==> src/rtl/mem_wb_stage_pkg.sv <==
// Shared widths, funct encodings and the write-back packet used by the MEM/WB stage.
package mem_wb_stage_pkg;

  localparam int unsigned DATA_W  = 8;
  localparam int unsigned ADDR_W  = 8;
  localparam int unsigned REG_W   = 3;
  localparam int unsigned FUNCT_W = 5;

  localparam logic [FUNCT_W-1:0] FUNCT_LD = 5'b01010;

  typedef struct packed {
    logic [DATA_W-1:0] data;
    logic [REG_W-1:0]  rd;
    logic              wr;
  } wb_pkt_t;

endpackage

==> src/rtl/mem_wb_stage_data_ram.sv <==
// Byte-wide data RAM: synchronous write, asynchronous read, address wrapped to DEPTH.
module mem_wb_stage_data_ram
  import mem_wb_stage_pkg::*;
#(
  parameter int unsigned DEPTH = 256
) (
  input  logic              clk,
  input  logic              we_i,
  input  logic [ADDR_W-1:0] addr_i,
  input  logic [DATA_W-1:0] wdata_i,
  output logic [DATA_W-1:0] rdata_o
);

  localparam int unsigned IDX_W = (DEPTH > 1) ? $clog2(DEPTH) : 1;

  logic [DATA_W-1:0] mem_q [DEPTH];
  logic [IDX_W-1:0]  idx_c;

  // Only the low address bits select a word; upper bits alias.
  assign idx_c = addr_i[IDX_W-1:0];

  always_ff @(posedge clk) begin
    if (we_i) begin
      mem_q[idx_c] <= wdata_i;
    end
  end

  assign rdata_o = mem_q[idx_c];

endmodule

==> src/rtl/mem_wb_stage.sv <==
// Memory-access stage: data RAM loads/stores, jump resolution, registered write-back packet
// and a combinational forwarding view of the instruction currently in MEM.
module mem_wb_stage
  import mem_wb_stage_pkg::*;
#(
  parameter int unsigned MEM_DEPTH = 256
) (
  input  logic               clk,
  input  logic               rst_n,
  input  logic [DATA_W-1:0]  immed,
  input  logic [ADDR_W-1:0]  memAddr,
  input  logic [DATA_W-1:0]  ALUresult,
  input  logic [DATA_W-1:0]  memWriteData,
  input  logic               zeroFlag,
  input  logic               memReadWrite,
  input  logic               regWrite,
  input  logic [REG_W-1:0]   targetReg,
  input  logic [FUNCT_W-1:0] funct,
  input  logic               jumpEnable,
  input  logic               stall,
  output logic [DATA_W-1:0]  wbData_o,
  output logic [REG_W-1:0]   wbReg_o,
  output logic               wbWrite_o,
  output logic               jumpTaken_o,
  output logic [DATA_W-1:0]  jumpTarget_o,
  output logic [DATA_W-1:0]  fwdData_o,
  output logic [REG_W-1:0]   fwdReg_o,
  output logic               fwdValid_o
);

  logic [DATA_W-1:0] ram_rdata;
  logic              ram_we_c;
  logic              is_load_c;
  wb_pkt_t           wb_d, wb_q;
  logic              jump_taken_d, jump_taken_q;
  logic [DATA_W-1:0] jump_target_d, jump_target_q;

  // Writes are blocked while stalled and while reset is held.
  assign ram_we_c = memReadWrite & ~stall & rst_n;

  mem_wb_stage_data_ram #(
    .DEPTH (MEM_DEPTH)
  ) u_data_ram (
    .clk     (clk),
    .we_i    (ram_we_c),
    .addr_i  (memAddr),
    .wdata_i (memWriteData),
    .rdata_o (ram_rdata)
  );

  always_comb begin
    is_load_c     = 1'b0;
    wb_d          = '0;
    jump_taken_d  = 1'b0;
    jump_target_d = jump_target_q;

    // A store outranks a load encoding in the same instruction.
    is_load_c     = regWrite & ~memReadWrite & (funct == FUNCT_LD);
    wb_d.data     = is_load_c ? ram_rdata : ALUresult;
    wb_d.rd       = targetReg;
    wb_d.wr       = regWrite & ~memReadWrite;
    jump_taken_d  = jumpEnable & zeroFlag;
    if (jump_taken_d) begin
      jump_target_d = immed;
    end
  end

  always_ff @(posedge clk or negedge rst_n) begin
    if (!rst_n) begin
      wb_q          <= '0;
      jump_taken_q  <= 1'b0;
      jump_target_q <= '0;
    end else if (!stall) begin
      wb_q          <= wb_d;
      jump_taken_q  <= jump_taken_d;
      jump_target_q <= jump_target_d;
    end
  end

  assign wbData_o     = wb_q.data;
  assign wbReg_o      = wb_q.rd;
  assign wbWrite_o    = wb_q.wr;
  assign jumpTaken_o  = jump_taken_q;
  assign jumpTarget_o = jump_target_q;

  assign fwdData_o  = wb_d.data;
  assign fwdReg_o   = targetReg;
  assign fwdValid_o = regWrite & ~stall;

endmodule

==> config.mk <==
export PLATFORM = sky130hd
export DESIGN_NAME = mem_wb_stage
export DESIGN_NICKNAME = d
export VERILOG_FILES = /design/src/rtl/mem_wb_stage_pkg.sv /design/src/rtl/mem_wb_stage_data_ram.sv /design/src/rtl/mem_wb_stage.sv
export SDC_FILE = /design/constraint.sdc
export NUM_CORES = 2
export LEC_CHECK = 0
export ABC_CLOCK_PERIOD_IN_PS = 5900
export CORE_MARGIN = 3
export CORE_UTILIZATION = 25
export CTS_BUF_LIST = sky130_fd_sc_hd__clkbuf_4 sky130_fd_sc_hd__clkbuf_8
export DETAILED_ROUTE_END_ITERATION = 8
export PLACE_DENSITY = 0.45
export SETUP_SLACK_MARGIN = 0.2
export SLEW_MARGIN = 5
export SYNTH_ARGS = -nofsm -noshare
export SYNTH_HDL_FRONTEND = slang
export SYNTH_SLANG_ARGS = --single-unit
==> constraint.sdc <==
create_clock -name clk -period 5.9 [get_ports clk]
set_input_delay 1.77 -clock clk [delete_from_list [all_inputs] [get_ports clk]]
set_output_delay 1.77 -clock clk [all_outputs]
set_load 0.01 [all_outputs]
==> run metrics <==
# IOs=80; critical path depth=14; failing checks=setup timing; Synth-to-Final Area Change=23.2%; Critical Path Start Type=input port; Seq/Total Area, Yosys=77.9%; syn_nets=3649; top cell type by total area after synthesis=edfxtp_1; core area=316000 um^2; Sequential Area=62000 um^2; #FFs+latches synth=2069; Synth top area share=77.2%; PD cells=312 nW/um^2; cts bufs inserted=356; chip height=570 um; Sink Count=2069; Syn Area/Cell=22.1 um^2; Fill cells=30.5k; Initial Utilization=25.2%; Max Used Layer=met4; Detailed Route WL=239 mm; top cells by area, synth=edfxtp_1, mux4_2, a22oi_1; crit-path cells=buf_16 -> buf_12 -> buf_16 -> buf_12 -> buf_4 -> mux4_2 -> a22oi_2 -> a21oi_4 -> o41ai_4 -> buf_4 -> nand4_1 -> buf_6 -> mux2_4 -> buf_6; Worst VDD drop=0.000143 V; leading cell type in the layout, fill and taps excluded=edfxtp_1; DRC=0; max_cap viols=0; clock latency on the worst-skew pair=0.98 ns; Non-Filler Instances=8822; family with the most delay on the worst path=buffers and inverters; WL met2=115 mm; Post-Syn Area=79600 um^2; number of global-route vias before repair=42.6k; initial antenna violation count=12; Overflow after GRT=0; total number of vias=40.9k; Met3 Routed Length=13.5 mm; Final Hold Fails=0; Die W=570 um; CP required=4.13 ns; layout cell share with drive strength beyond 1=39.2%; final setup vio count=8; hold_buf cts=0; worst hold-check path type=register to register; Slew @ Worst Pin=1.13 ns; Die Area=325000 um^2; most used flip-flop cell after synthesis=edfxtp_1; Post-synth EDFFs=2048; Setup WS post-layout=-0.828 ns; most frequent cells in the layout=edfxtp_1, mux4_2, buf_4; Crit-path slowest cell=o41ai_4; vias per cell=4.63; final worst path period share=114%; largest net degree at the start of global routing=128; Placed Cells=8114; crit path kind=input port to output pin; minimum clock period=6.73 ns; HPWL Detailed=151 mm; post-route ant nets=0; Mapped Cells=3602; CTS clk-pin slew, worst paths=0.06 ns; CTS tree=done; first-pass GRT wire length=335 mm; row cnt=206; global-route usage over all layers=14.4%; fin. max-slew vios=0; Port Buffers=79; gpl congestion=0.769; status=complete, but fails checks; root buf cell=clkbuf_8; max_slew headroom=24.2%; worst reg2reg path depth=9; Max stage delay on crit path=0.62 ns; maximum clock path buffer count=4; critical path buffer and inverter count=8; distinct cell type count after synthesis=47; async set-reset flop share out of synthesis=1.01%; Met1 Wirelength=104 mm; Crit. End Element=output pin; Yosys warning count=0; Crit Path Max Fanout=7; fmax=149 MHz; DRT Pass-1 Iters=5; RSZ-0062 raised after global routing=true; P_leak=30.8 nW; CP Data Arrival Time=4.96 ns; pre-CTS WS=-1.96 ns; H-tree levels=5; DR WL/cell=27.1 um; worst hold path stage count=2; initial DRC count=3951; fin nets=4430; multi-input logic area=17400 um^2; Setup Skew=0.0496 ns
==> layer usage <==
| layer | vias to the layer above | track usage (%) |
|---|---|---|
| li1 | 16900 | - |
| met1 | 22300 | 19.8 |
| met2 | 1317 | 23.5 |
| met3 | 351 | 2.79 |
| met4 | 0 | 3.75 |
| met5 | - | 0 |
==> worst register-to-register path: stages, from the launching register on <==
cell	delay [ns]
edfxtp_1	0.36
mux4_2	0.49
a22oi_1	0.21
buf_4	0.17
a21oi_4	0.09
o41ai_4	0.56
buf_4	0.21
nand4_1	0.21
buf_6	0.22
a21o_1	0.15
==> cells in the mapped netlist, types with 2 or more instances <==
cell / n
nand2b_1: 6
o21ai_0: 9
o41ai_1: 20
buf_6: 10
nor4_1: 2
dfrtp_1: 21
nand3_1: 13
mux2i_1: 16
buf_2: 44
a211oi_1: 4
a31oi_1: 6
nor3_1: 3
inv_1: 4
mux2_2: 25
nand2_1: 59
clkbuf_1: 125
a21oi_1: 88
or3_1: 2
buf_4: 26
and2_1: 5
o22ai_1: 2
buf_1: 26
nor2b_1: 11
nor2_1: 274
edfxtp_1: 2048
a21o_1: 5
a22oi_1: 177
nand4b_1: 2
nand4_1: 7
a221oi_1: 2
mux4_2: 544
==> timing repair <==
item | CTS | global route
pin swaps | 47 | 15
gates resized for setup | 217 | 22
gates cloned | 14 | 0
setup buffers | 53 | 4
setup endpoints to repair | 8 | 8
==> flip-flops by register name, summed over array words and instances (netlist names) <==
name              flops
u_data_ram.mem_q   2048
jumpTarget_o          8
wbReg_o               3
wbWrite_o             1
jumpTaken_o           1
wbData_o              8
==> report_power, final <==
| group | total (mW) | internal (mW) | leakage, nW | switching (mW) |
|---|---|---|---|---|
| Combinational | 1.94 | 0.847 | 8.63 | 1.09 |
| Clock | 12.5 | 6.57 | 3.52 | 5.88 |
| Sequential | 16.2 | 16.2 | 18.7 | 0.0109 |
==> area by class of cell <==
cell class | count | area share [%]
inverter | 5 | 0.0204
sequential | 2069 | 63.2
timing repair buffer | 654 | 7.00
multi-input combinational | 1297 | 17.7
clock buffer | 465 | 5.86
clock inverter | 165 | 0.912
tap | 4160 | 5.30
antenna | 7 | 0.0179
==> logic make-up (layout without fill, tap and decap cells) <==
logic type,Yosys count,after routing,synth area share [%]
simple gates,391,391,2.03
other cells,0,7,0
mux,585,585,15.9
flops,2069,2069,77.9
buf+inv,236,1289,1.40
compound gates,321,321,2.76
==> final timing paths <==
| check | start | to | slack (ns) |
|---|---|---|---|
| hold reg to reg | jumpTaken_o | jumpTaken_o | 0.49 |
| min in group asynchronous | rst_n | wbData_o[4] | 0.98 |
| hold / removal | jumpTaken_o | jumpTaken_o | 0.49 |
| setup reg to reg | u_data_ram.mem_q[255][2] | wbData_o[2] | 3.09 |
| setup / recovery | memAddr[0] | fwdData_o[2] | -0.83 |
| max in group asynchronous | rst_n | jumpTarget_o[1] | 4.55 |
==> through the flow <==
stage	setup TNS, ns	utilization [%]	hold slack [ns]	cell area [um^2]	total power [mW]
6_report	-5.35	31.1	0.490	98100	30.6
5_1_grt	-6.00	31.0	0.517	98100	31.7
4_1_cts	-5.44	31.0	0.498	97900	31.0
3_5_place_dp	-11.42	28.3	0.474	89500	18.3
3_3_place_gp	-12.47	28.3	0.473	89500	18.3
2_1_floorplan	0	-	0.517	79800	17.3
Note: power is estimated with default switching activity, not from simulation.
